--- src/rtl/w_xor_descrambler_pkg.sv ---
// Shared constants for the x^7+x^6+1 nibble descrambler.
package w_xor_descrambler_pkg;

    localparam int unsigned SR_W   = 7;
    localparam int unsigned TAP_A  = 5;
    localparam int unsigned TAP_B  = 6;
    localparam int unsigned DATA_W = 4;
    localparam int unsigned ERR_W  = 4;

    localparam int unsigned         LOCK_CNT_W  = 2;
    localparam logic [LOCK_CNT_W-1:0] LOCK_THRESH = 2'd2;

endpackage

--- src/rtl/w_xor_descrambler_step.sv ---
// Single-bit descrambler step: output bit and next history for one received bit.
module w_xor_descr_step
    import w_xor_descrambler_pkg::*;
(
    input  logic            i_d,
    input  logic [SR_W-1:0] i_sr,
    output logic            o_y,
    output logic [SR_W-1:0] o_sr
);

    assign o_y  = i_d ^ i_sr[TAP_B] ^ i_sr[TAP_A];
    assign o_sr = {i_sr[SR_W-2:0], i_d};

endmodule

--- src/rtl/w_xor_descrambler.sv ---
// Self-synchronizing x^7+x^6+1 nibble descrambler with registered valid/ready output.
// Optional parity checking is enabled by defining PARITY_CHECK_EN.
module w_xor_descrambler
    import w_xor_descrambler_pkg::*;
(
    input  logic              CLK,
    input  logic              RST,
    input  logic [DATA_W-1:0] IN_D,
    input  logic              IN_PAR,
    input  logic              IN_VALID,
    output logic              IN_READY,
    output logic [DATA_W-1:0] OUT_D,
    output logic              OUT_VALID,
    input  logic              OUT_READY,
    output logic              OUT_LOCK,
    output logic              PAR_ERR,
    output logic [ERR_W-1:0]  ERR_CNT
);

    logic [SR_W-1:0]             r_sr;
    logic [DATA_W-1:0]           r_out_d;
    logic                        r_out_valid;
    logic                        r_out_lock;
    logic [LOCK_CNT_W-1:0]       r_lock_cnt;
    logic                        w_xfer;
    logic [DATA_W-1:0]           w_y;
    logic [DATA_W:0][SR_W-1:0]   w_sr_chain;

    assign IN_READY = !r_out_valid || OUT_READY;
    assign w_xfer   = IN_VALID && IN_READY;

    // Bit 0 is earliest on the wire, so it is shifted in first.
    assign w_sr_chain[0] = r_sr;
    for (genvar b = 0; b < DATA_W; b++) begin : g_step
        w_xor_descr_step u_step (
            .i_d  (IN_D[b]),
            .i_sr (w_sr_chain[b]),
            .o_y  (w_y[b]),
            .o_sr (w_sr_chain[b+1])
        );
    end

    always_ff @(posedge CLK or posedge RST) begin
        if (RST) begin
            r_sr        <= '0;
            r_out_d     <= '0;
            r_out_valid <= 1'b0;
            r_out_lock  <= 1'b0;
            r_lock_cnt  <= '0;
        end else if (w_xfer) begin
            r_sr        <= w_sr_chain[DATA_W];
            r_out_d     <= w_y;
            r_out_valid <= 1'b1;
            r_out_lock  <= (r_lock_cnt >= LOCK_THRESH);
            if (r_lock_cnt != '1) begin
                r_lock_cnt <= r_lock_cnt + 1'b1;
            end
        end else if (OUT_READY) begin
            r_out_valid <= 1'b0;
        end
    end

    assign OUT_D     = r_out_d;
    assign OUT_VALID = r_out_valid;
    assign OUT_LOCK  = r_out_lock;

`ifdef PARITY_CHECK_EN
    logic               r_par_err;
    logic [ERR_W-1:0]   r_err_cnt;
    logic               w_par_mis;

    assign w_par_mis = (^IN_D) ^ IN_PAR;

    always_ff @(posedge CLK or posedge RST) begin
        if (RST) begin
            r_par_err <= 1'b0;
            r_err_cnt <= '0;
        end else if (w_xfer) begin
            r_par_err <= w_par_mis;
            if (w_par_mis && (r_err_cnt != '1)) begin
                r_err_cnt <= r_err_cnt + 1'b1;
            end
        end
    end

    assign PAR_ERR = r_par_err;
    assign ERR_CNT = r_err_cnt;
`else
    logic w_unused_par;

    assign w_unused_par = IN_PAR;
    assign PAR_ERR      = 1'b0;
    assign ERR_CNT      = '0;
`endif

endmodule

--- config.mk ---
export PLATFORM = sky130hd
export DESIGN_NAME = w_xor_descrambler
export DESIGN_NICKNAME = d
export VERILOG_FILES = /design/src/rtl/w_xor_descrambler_pkg.sv /design/src/rtl/w_xor_descrambler_step.sv /design/src/rtl/w_xor_descrambler.sv
export SDC_FILE = /design/constraint.sdc
export NUM_CORES = 1
export LEC_CHECK = 0
export BUFFER_PORTS_ARGS = -buffer_cell sky130_fd_sc_hd__clkbuf_2
export CAP_MARGIN = 20
export CELL_PAD_IN_SITES_DETAIL_PLACEMENT = 0
export CELL_PAD_IN_SITES_GLOBAL_PLACEMENT = 2
export CORE_MARGIN = 3
export CORE_UTILIZATION = 35
export CTS_CLUSTER_SIZE = 14
export DETAILED_ROUTE_END_ITERATION = 10
export PLACE_DENSITY_LB_ADDON = 0.08
export SETUP_SLACK_MARGIN = 0.05
export SYNTH_ARGS = -nofsm -noshare
export SYNTH_HDL_FRONTEND = slang
export SYNTH_SLANG_ARGS = --single-unit
--- constraint.sdc ---
create_clock -name CLK -period 2.2 [get_ports CLK]
set_clock_uncertainty 0.1 [all_clocks]
set_input_delay 0 -clock CLK [delete_from_list [all_inputs] [get_ports CLK]]
set_output_delay 0 -clock CLK [all_outputs]
set_load 0.01 [all_outputs]
==> flow_summary.ini <==
[finish]
drive_gt1_share_pct = 38.5
synthToLayoutAreaGrowth_pct = 21.6
nNetsFinal = 90
design_area_sq_um = 936
insertedDiodeCount = 0

[yosys]
ys_ff_latch = 15
yosysMostFrequentCell = dfrtp_1
synth_edf_count = 0
yosys.area.top_type = dfrtp_1
ys_warn_count = 0
synth_area_sq_um = 769
synthTopCellsByCount = dfrtp_1 (15), mux2_4 (10), xnor2_1 (9)
synth_area_leaders = dfrtp_1 (49%), mux2_4 (20%), xnor2_1 (10%)
avgSynthCellArea_sq_um = 14.0
yosysSeqAreaShare_pct = 48.8
async_reset_ff_share_pct = 100
synthFlopType = dfrtp_1
yosysTopAreaCellShare_pct = 48.8
yosysUniqueCellTypes = 17
synth_cells = 55

[global_routing]
grt_pass1_vias = 436
grt_max_degree = 16
grt_antenna_before_repair = 0
grtUsageTotal_pct = 10.5
gr-total-overflow = 0
grt_pass1_wl_mm = 2.02

[status]
status = finished clean

[sta]
hold_viol_final = 0
worst_slew_pin_slew_ps = 586
clock.fmax_ghz = 0.637
setup-violations-final = 0
tns_ps = 0
period_minus_slack_ps = 1570
finalCritPeriodShare_pct = 71.3
rsz0062_at_grt = no
slew_headroom_pct = 60.9
slew_viol_final = 0

[job]
cap_violations = 0

[place]
gp_congestion = 0.643
post-dp-hpwl_um = 809
port_buffers = 14
placed_cell_area_sq_um = 840

[floorplanning]
pin_count = 21
dieArea_sq_mm = 0.00280
coreArea_sq_mm = 0.00202
die_y_um = 52.9
rows = 16
die_x_um = 52.9
start_util_pct = 38.1

[pwr]
p_int_mw = 0.642
power_density_mw_per_mm2 = 983
pwr-share-seq_pct = 47.1
switchingPower_mw = 0.278
clkPwrFrac_pct = 16.9
leakagePower_nw = 0.466
p_sw_share_pct = 30.3
power_frac_comb_pct = 36.0
ir_worst_vdd_uv = 441

[worst_setup_path]
crit_arrival_ps = 1640
path_cells = inv_1 -> ha_1 -> nor2_1 -> a31oi_1 -> dlygate4sd3_1
critical_path.max_stage_delay_ps = 550
cp_slowest_cell = dlygate4sd3_1
crit_path_max_fanout = 3
required_ps = 2270
start_kind = register
path_delay_family = buffers and inverters
crit_path_end_kind = register
critPathBufInv = 2
path_class = reg -> reg

[routing]
dr.pass1.iters = 2
drc = 0
finalWirelength_mm = 1.19
routedWlPerCell_um = 11.3
viasPerCell = 4.07
ant_nets = 0
vias = 427
drt_first_iter_violations = 5

[clocking]
post_cts_buffers = 0
insertion_delay_ps = 280
cts_root_buf = clkbuf_4
h-tree-depth = 1
cts_buffers = 3
cts_tree = done
clockBufferDepth = 2
clk_pin_slew_ps = 90
clock-sinks = 15
post_cts_resized = 0
cts_hold_buf = 7

[min_path]
hp-class = in -> reg
## cell type report
type / instances / area, sq um
Multi-Input combinational cell: 35 / 349
Sequential cell: 15 / 375
Clock buffer: 4 / 26.3
Inverter: 3 / 11.3
Tap cell: 27 / 33.8
Fill cell: 200 / 1090
Timing Repair Buffer: 21 / 140
## worst paths after layout
check	cells after the start	slack (ps)	startpoint	to
max	5	630	r_lock_cnt[0]$_DFFE_PP0P_	OUT_LOCK$_DFFE_PP0P_
min	3	40	OUT_READY	OUT_VALID$_DFFE_PP0P_
max reg2reg	5	630	r_lock_cnt[0]$_DFFE_PP0P_	OUT_LOCK$_DFFE_PP0P_
min reg2reg	1	410	r_lock_cnt[0]$_DFFE_PP0P_	r_lock_cnt[0]$_DFFE_PP0P_
max in group asynchronous	3	1420	RST	r_lock_cnt[1]$_DFFE_PP0P_
min in group asynchronous	3	200	RST	OUT_D[0]$_DFFE_PP0P_
## worst register-to-register path, delay by kind of cell, from the launching register on
family | cells | cell delay (ps)
flip-flops | 1 | 400
buffers and inverters | 2 | 610
AO/OA/AOI/OAI | 1 | 80
adder cells (fa/ha/maj) | 1 | 180
AND/OR/NAND/NOR | 1 | 90
## metrics by stage
stage	setup slack [ps]	util, %	instances	hold slack, ps	power (mW)
final	631	46.3	105	43.1	0.920
after CTS	619	46.3	105	43.8	0.936
after floorplan	926	-	59	-199	0.672
after detailed placement	940	41.5	94	-27.5	0.756
after global routing	538	46.3	105	41.3	0.996
after global placement	957	41.5	94	-20.4	0.751
## layout by cell type, fill, tap and decap left out
cell	n
clkbuf_2	14
mux2_2	1
nand3b_1	1
nand2b_4	1
nor2_1	1
or2b_1	1
clkbuf_1	1
nand2_4	1
inv_1	3
dlygate4sd3_1	7
mux2_4	10
ha_1	2
clkbuf_4	3
a31oi_1	1
xnor2_1	9
mux2i_1	1
conb_1	5
a21oi_1	1
dfrtp_1	15
## metal layers
layer / track usage, % / vias to the layer above / part of all wire [%] / wire, um
li1: - / 220 / - / -
met5: 0 / - / 0 / 0
met1: 14.3 / 190 / 50 / 590
met2: 14.5 / 15 / 41 / 486
met4: 2.55 / 0 / 1.1 / 13
met3: 5.35 / 2 / 8.1 / 96
## state kept, by name, summed over array words and instances (netlist names)
signal	flops
OUT_D	4
OUT_LOCK	1
OUT_VALID	1
r_lock_cnt	2
r_sr	7
## power by group through the flow
stage	clock [mW]	combinational (mW)	sequential, mW
5_1_grt	0.177	0.372	0.446
6_report	0.156	0.331	0.433
4_1_cts	0.165	0.337	0.434
3_3_place_gp	0	0.313	0.438
3_5_place_dp	0	0.315	0.440
2_1_floorplan	0	0.221	0.451
## cells by family after synthesis
kind of cell | share of synthesized area (%)
flops | 48.8
mux | 22.3
xor+xnor | 10.2
buf+inv | 7.81
simple gates | 5.69
fa+ha+maj | 3.25
compound gates | 1.46
other cells | 0.487
Power figures use the tool's default switching activity.
